`src/rtl/rr_arbiter_if.sv`:
```
// Requester-side bus of the round-robin arbiter: request vector and done
// strobe in, registered grant index / one-hot / valid / timeout out.
interface rr_arbiter_if #(
  parameter int N    = 4,
  parameter int IDXW = $clog2(N)
);
  logic [N-1:0]    req;
  logic            done;
  logic [IDXW-1:0] grant;
  logic [N-1:0]    gnt_onehot;
  logic            valid;
  logic            timeout;

  // Requesters / datapath side.
  modport master (
    output req, done,
    input  grant, gnt_onehot, valid, timeout
  );

  // Arbiter side.
  modport slave (
    input  req, done,
    output grant, gnt_onehot, valid, timeout
  );
endinterface

```
`src/rtl/rr_arbiter.sv`:
```
// Registered round-robin arbiter with grant holding.
// An idle arbiter grants the first active request at or after a rotating
// pointer. The grant is held until the owner signals done or drops its
// request. On release, priority rotates past the owner and the next winner
// is granted in the same edge, so there is no bubble.
// Optional feature: define RR_ARB_TIMEOUT_EN to force-release an owner
// after MAX_HOLD cycles and pulse timeout for that cycle.
module rr_arbiter #(
  parameter int N        = 4,
  parameter int IDXW     = $clog2(N),
  parameter int MAX_HOLD = 16
) (
  input  logic         clk,
  input  logic         rst,
  rr_arbiter_if.slave  bus
);

  // Reject out-of-range configurations at elaboration time.
  if (N < 2 || N > 16) begin : g_bad_n
    $error("rr_arbiter: N must be in 2..16");
  end
  if (MAX_HOLD < 1 || MAX_HOLD > 255) begin : g_bad_hold
    $error("rr_arbiter: MAX_HOLD must be in 1..255");
  end

  typedef enum logic {
    IDLE  = 1'b0,
    OWNED = 1'b1
  } state_e;

  state_e          state_q, state_d;
  logic [IDXW-1:0] ptr_q, ptr_d;
  logic [IDXW-1:0] grant_q, grant_d;
  logic [N-1:0]    onehot_q, onehot_d;
  logic            release_w;
  logic            force_rel_w;
  logic [IDXW:0]   win_w;

  // Returns {found, index} of the first set request scanning from p
  // upward and wrapping at N (not at 2**IDXW).
  function automatic logic [IDXW:0] pick(input logic [N-1:0]    r,
                                         input logic [IDXW-1:0] p);
    logic [IDXW:0] res;
    res = '0;
    for (int i = 0; i < N; i++) begin
      int k;
      k = int'(p) + i;
      if (k >= N) k = k - N;
      if (r[k] && !res[IDXW]) res = {1'b1, IDXW'(k)};
    end
    return res;
  endfunction

  // Next-state logic: new grants, release, rotation and reselection.
  always_comb begin
    // NOTE: every variable gets a default before the case so no path leaves
    // it unassigned; otherwise synthesis infers a latch.
    state_d   = state_q;
    ptr_d     = ptr_q;
    grant_d   = grant_q;
    release_w = 1'b0;
    win_w     = '0;
    onehot_d  = '0;

    case (state_q)
      IDLE: begin
        win_w = pick(bus.req, ptr_q);
        if (win_w[IDXW]) begin
          state_d = OWNED;
          grant_d = win_w[IDXW-1:0];
        end
      end
      OWNED: begin
        // done, dropped request and timeout merge into one release event.
        release_w = bus.done || !bus.req[grant_q] || force_rel_w;
        if (release_w) begin
          ptr_d = (grant_q == IDXW'(N - 1)) ? '0 : grant_q + 1'b1;
          win_w = pick(bus.req, ptr_d);
          if (win_w[IDXW]) begin
            grant_d = win_w[IDXW-1:0];
          end else begin
            state_d = IDLE;
          end
        end
      end
      default: state_d = IDLE;
    endcase

    if (state_d == OWNED) onehot_d[grant_d] = 1'b1;
  end

  // State and output registers; synchronous reset wins over everything.
  always_ff @(posedge clk) begin
    // NOTE: sequential state uses non-blocking assignments so every register
    // samples pre-edge values regardless of statement order.
    if (rst) begin
      state_q  <= IDLE;
      ptr_q    <= '0;
      grant_q  <= '0;
      onehot_q <= '0;
    end else begin
      state_q  <= state_d;
      ptr_q    <= ptr_d;
      grant_q  <= grant_d;
      onehot_q <= onehot_d;
    end
  end

  assign bus.grant      = grant_q;
  assign bus.gnt_onehot = onehot_q;
  assign bus.valid      = (state_q == OWNED);

`ifdef RR_ARB_TIMEOUT_EN
  logic [7:0] hold_q, hold_d;
  logic       timeout_q;

  // Forced release only when no natural release cause is present.
  always_comb begin
    force_rel_w = (state_q == OWNED) && (hold_q == 8'(MAX_HOLD - 1)) &&
                  bus.req[grant_q] && !bus.done;
    hold_d      = (state_q == OWNED && !release_w) ? hold_q + 8'd1 : 8'd0;
  end

  // Hold counter and one-cycle timeout pulse.
  always_ff @(posedge clk) begin
    if (rst) begin
      hold_q    <= 8'd0;
      timeout_q <= 1'b0;
    end else begin
      hold_q    <= hold_d;
      timeout_q <= force_rel_w;
    end
  end

  assign bus.timeout = timeout_q;
`else
  assign force_rel_w = 1'b0;
  assign bus.timeout = 1'b0;
`endif

endmodule

```
`src/flat_wrapper.sv`:
```
// flat-port wrapper written by rule: the top's interface ports become plain ports
module rr_arbiter_flat 
#(
  parameter int N        = 4,
  parameter int IDXW     = $clog2(N),
  parameter int MAX_HOLD = 16
)
  (clk, rst, bus_req, bus_done, bus_grant, bus_gnt_onehot, bus_valid, bus_timeout);
  rr_arbiter_if #(.N(N), .IDXW(IDXW)) bus_i ();
  input  logic clk;
  input  logic rst;
  input wire logic [$bits(bus_i.req)-1:0] bus_req;
  input wire logic [$bits(bus_i.done)-1:0] bus_done;
  output wire logic [$bits(bus_i.grant)-1:0] bus_grant;
  output wire logic [$bits(bus_i.gnt_onehot)-1:0] bus_gnt_onehot;
  output wire logic [$bits(bus_i.valid)-1:0] bus_valid;
  output wire logic [$bits(bus_i.timeout)-1:0] bus_timeout;
  assign bus_i.req = bus_req;
  assign bus_i.done = bus_done;
  assign bus_grant = bus_i.grant;
  assign bus_gnt_onehot = bus_i.gnt_onehot;
  assign bus_valid = bus_i.valid;
  assign bus_timeout = bus_i.timeout;
  rr_arbiter #(.N(N), .IDXW(IDXW), .MAX_HOLD(MAX_HOLD)) u_core (.clk(clk), .rst(rst), .bus(bus_i));
endmodule
```
`config.mk`:
```
export PLATFORM = sky130hd
export DESIGN_NAME = rr_arbiter_flat
export DESIGN_NICKNAME = d
export VERILOG_FILES = /design/src/rtl/rr_arbiter_if.sv /design/src/rtl/rr_arbiter.sv /design/src/flat_wrapper.sv
export SDC_FILE = /design/constraint.sdc
export NUM_CORES = 1
export LEC_CHECK = 0
export ABC_AREA = 1
export CORE_ASPECT_RATIO = 1.5
export CORE_MARGIN = 2
export CORE_UTILIZATION = 45
export DETAILED_ROUTE_END_ITERATION = 8
export PLACE_DENSITY = 0.69
export REMOVE_ABC_BUFFERS = 1
export SKIP_CTS_REPAIR_TIMING = 1
export SYNTH_ARGS = -nofsm -noshare
export SYNTH_HDL_FRONTEND = slang
export SYNTH_SLANG_ARGS = --single-unit
```
`constraint.sdc`:
```
create_clock -name clk -period 2.65 [get_ports clk]
set_clock_uncertainty 0.2 [all_clocks]
set_input_delay 0.53 -clock clk [delete_from_list [all_inputs] [get_ports clk]]
set_output_delay 0.53 -clock clk [all_outputs]
set_load 0.01 [all_outputs]
```
Word level (Yosys, flattened, before mapping)
Index checks and enable logic that the tools add are counted.
Widths: inputs -> output; s select.
{"block": "word_totals", "reg_bits": 9, "in_bits": 7, "out_inout_bits": 8, "wordCells": 135}
{"block": "classes", "addsub": 15, "order_cmp": 19, "n_eq_ne": 1, "mux": 77, "bitwise_logic": 2, "n_reduce_logical": 17}
{"operator": "$mux 32", "count": 20}
{"operator": "$lt 32x4->1 const B", "count": 8}
{"operator": "$ge 32x4->1 const B", "count": 6}
{"operator": "$sub 32x4->32 const B", "count": 6}
{"operator": "$mux 3", "count": 20}
{"operator": "$mux 1", "count": 21}
{"operator": "$bmux 1 s2", "count": 9}
{"operator": "$add 2x2->3 const B", "count": 4}
{"operator": "$mux 2", "count": 4}
{"operator": "$sub 2x3->4 const B", "count": 2}
{"operator": "$logic_and 1x1->1", "count": 7}
{"operator": "$logic_not 1->1", "count": 7}
{"operator": "$add 2x1->3 const B", "count": 2}
{"operator": "$ge 2x3->1 const B", "count": 2}
{"operator": "$lt 2x3->1 const B", "count": 2}
{"operator": "$pmux 2 s2", "count": 1}
{"operator": "$add 2x1->2 const B", "count": 1}
{"operator": "$demux 1 s2", "count": 1}
{"operator": "$eq 2x2->1 const B", "count": 1}
{"operator": "$ge 2x1->1 const B", "count": 1}
{"operator": "$not 1->1", "count": 2}
{"operator": "$pmux 1 s2", "count": 1}
{"operator": "$reduce_and 2->1", "count": 1}
{"operator": "$reduce_or 2->1", "count": 1}
{"operator": "$logic_or 1x1->1", "count": 1}

Depth between registers and ports, before layout
{"block": "depth", "ltp_word": 34, "depth_mapped": 15, "depth_no_buf": 14}

Worst setup path after synthesis
Ideal clock, no wire load.
{"block": "synth_timing", "path_type": "flip-flop to flip-flop", "startpoint": "register u_core.grant_q[0], in the netlist u_core.bus.grant[0]", "endpoint": "register u_core.onehot_q[2], in the netlist u_core.bus.gnt_onehot[2]", "setup_time_ps": 119, "arrival_ps": 1844, "required_ps": 2331, "path_slack_ps": 487, "stages_incl_launch_ff": 15, "n_path_buf": 1, "synth_period_minus_slack_ps": 2163, "path_cell_list": "dfxtp_1 > buf_6 > inv_4 > ha_1 > inv_1 > nand3_1 > nand2_1 > nor2_2 > nand3_2 > nand2_1 > nand2_1 > nand2_1 > nor2_1 > nor2_1 > nor2_1"}
{"block": "synth_between", "elab_chain_cells": 34, "elab_cells_between_ends": 74, "cone_classes": "add/sub (8); order compare (6); eq/ne (1); mux (48); bitwise (1); reduce/logical (10)"}
{"item": "start, declared", "line": "rr_arbiter.sv:33", "text": "logic [IDXW-1:0] grant_q, grant_d;"}
{"item": "start signal, assigned", "line": "rr_arbiter.sv:104", "text": "grant_q <= grant_d;"}
{"item": "branches (longest 34 deep; another with $sub 32x4->32)"}
{"item": "end signal, assigned", "line": "rr_arbiter.sv:105", "text": "onehot_q <= onehot_d;"}
{"item": "end, declared", "line": "rr_arbiter.sv:34", "text": "logic [N-1:0] onehot_q, onehot_d;"}
Several ways; the timed one is not identified. The select of a mux whose other input is x is not followed.
A chain may end at the register's enable or synchronous reset.

Final worst setup path
{"block": "layout_timing", "startpoint": "register u_core.grant_q[1], in the netlist u_core.bus.grant[1]", "endpoint": "register u_core.onehot_q[3], in the netlist u_core.bus.gnt_onehot[3]"}
Same word-level chain as after synthesis.

==> flow_summary.ini <==
[setup_path]
cp_max_fo = 6
cp-start-kind = flop
reg2reg_to = u_core.bus.gnt_onehot[3]
path_cells = inv_1 -> ha_1 -> inv_1 -> nand3_1 -> nand2_1 -> nor2_2 -> nand3_2 -> nand2_1 -> nand2_1 -> nand2_1 -> nor2_1 -> nor2_1 -> nor2_1
rr_worst_depth = 13
arrival_ns = 2.22
critical_path_class = flop to flop
cp_slowest_cell = dfxtp_1
critPathBufInv = 2
crit_top_cell = nand2_1
r2r_start = u_core.bus.grant[1]
required_ns = 2.60
cpPeakStageDelay_ns = 0.39
endpoint_kind = flop
r2r_setup_slack_ns = 0.38
cp_top_family = simple AND/OR/NAND/NOR gates

[drt]
first_pass_iters = 4
viasPerCell = 4.960
top_layer = met4
drc_errors = 0
wirelength_mm = 2.125
wl_met2_mm = 1.112
wl_met1_um = 976
vias = 982
drtIter0Drc = 18
ant_nets = 0
wl_per_cell_um = 10.73
route.met3.wl_um = 32

[power]
power.total_uw = 1340
p_leak_uw = 0.0005542
p_per_area_mw_per_mm2 = 1234
max-vdd-ir-drop_v = 0.0005371

[sta]
finalSetupViolations = 0
hold_viol = 0
max_freq_mhz = 440.1
finalCriticalPeriod_ns = 2.272
slew_violations = 0
min_period_over_period_pct = 85.75
tns_ns = 0
rsz0062_at_grt = false

[clock_tree]
cts_root_buf = clkbuf_4
numCtsBuffers = 3
cts_tree = done
cts_buffer_depth = 2
clkSlewWorstSetupHoldPaths_ns = 0.06
htree_levels = 1
clock-sinks = 9
clk_latency_ns = 0.26

[worst_hold_path]
hold_depth = 2
min_path_type = flop to flop
hp-start = u_core.ptr_q[1]
whs_endpoint = u_core.ptr_q[1]

[place]
gp_congestion = 0.8848
post-dp-hpwl_mm = 1.787
numPortBuffers = 13

[yosys]
synth.top_cell.area_share_pct = 24.15
synth_area_um2 = 917.1
yosysTopAreaCell = nand2_1
ys_ff_latch = 9
synth_area_per_cell_um2 = 5.732
ys_seq_area_share_pct = 19.65
yosys.cell_types.count = 25
yosysWarnings = 0
syn_inst = 160
netlist_top_cells_area = nand2_1 (24%), dfxtp_1 (20%), nand3_1 (9.3%)

[floorplan]
initial_core_util_pct = 46.39
die_y_um = 59.29
rows = 20
core_mm2 = 0.001977
die_w_um = 40.86
io-pin-count = 15
dieArea_mm2 = 0.002423

[global_route]
grt-ovfl-total = 0
track_usage_pct = 21.02
antenna_found_initial = 0
grt_first_pass_wirelength_mm = 3.657
grt_max_degree = 14
grt_pass1_vias = 922

[run]
cap_violations = 0

[layout]
fill_cells = 227
regArea_um2 = 180.2
fin_nets = 187
drive_gt1_share_pct = 13.64
layout_commonest_cell = nand2_1
antenna_cells = 0
multi_input_area_um2 = 625.6
syn_to_final_growth_pct = 18.42
layout_common_cells = nand2_1 (59), inv_1 (18), nand3_1 (17), clkdlybuf4s50_1 (13), nor2_1 (12)

[run_status]
status = finished, final reports clean
## layer usage
layer	vias up	global-route usage (%)
met5	-	0
met4	0	5.714
met3	2	2.256
met2	7	35.94
met1	432	26.34
li1	541	-
## layout make-up
class,count,area share [%]
tap,22,2.535
inverter,21,7.488
clock buffer,4,2.419
timing repair buffer,15,13.36
sequential,9,16.59
multi-input combinational,127,57.60
## Yosys cell counts
cell	n
nand2_1	59
inv_1	18
nand3_1	17
nor2_1	12
dfxtp_1	9
nand2_2	5
nand4_1	5
o21ai_0	5
nor2_2	4
a21oi_1	3
ha_1	3
o21ai_2	3
buf_6	2
inv_2	2
nand3b_1	2
o21ai_1	2
a211oi_1	1
a21oi_2	1
a31oi_1	1
buf_4	1
conb_1	1
inv_4	1
nand3_2	1
nor2_4	1
nor3_2	1
## worst min-delay path, cell delays in order (launching register included)
cell,delay (ns)
dfxtp_1,0.37
inv_2,0.12
a21oi_1,0.07
## kinds of logic after synthesis
family          synth area share, %
simple gates                  52.93
fa+ha+maj                     4.093
flops                         19.64
other cells                  0.4089
compound gates                10.78
buf+inv                       12.14
## through the flow
step / hold WS [ns] / instances / area [um2] / setup slack (ns) / utilization (%)
final: 0.4085 / 198 / 1086 / 0.3777 / 54.94
after global routing: 0.4515 / 198 / 1086 / 0.1566 / 54.94
after CTS: 0.4115 / 198 / 1086 / 0.3605 / 54.94
after detailed placement: 0.4002 / 194 / 1060 / 0.1659 / 53.61
after global placement: 0.3902 / 194 / 1060 / 0.1492 / 53.61
after floorplan: 0.3409 / 157 / 887.1 / 0.4428 / -
## worst max-delay path by stage
stage | slack [ns] | endpoint | depth (start not counted) | startpoint
final | 0.38 | u_core.bus.gnt_onehot[3] | 13 | u_core.bus.grant[1]
after global routing | 0.16 | u_core.bus.gnt_onehot[3] | 13 | u_core.bus.grant[1]
after CTS | 0.36 | u_core.bus.gnt_onehot[3] | 13 | u_core.bus.grant[1]
after detailed placement | 0.17 | u_core.bus.gnt_onehot[2] | 12 | bus_req[3]
after global placement | 0.15 | u_core.bus.gnt_onehot[3] | 12 | bus_req[3]
after floorplan | 0.44 | u_core.bus.gnt_onehot[2] | 13 | u_core.bus.grant[0]
## state kept, by name, indices dropped and copies added (netlist names)
| signal | cells |
|---|---|
| u_core.bus.gnt_onehot | 4 |
| u_core.bus.grant | 2 |
| u_core.ptr_q | 2 |
| u_core.bus.valid | 1 |
## where the power goes
| part | internal [uW] | switching (uW) |
|---|---|---|
| clock | 57.9 | 45.9 |
| combinational | 372 | 644 |
| sequential | 185 | 35.1 |
| total | 615 | 725 |
(Power assumes the default switching activity.)
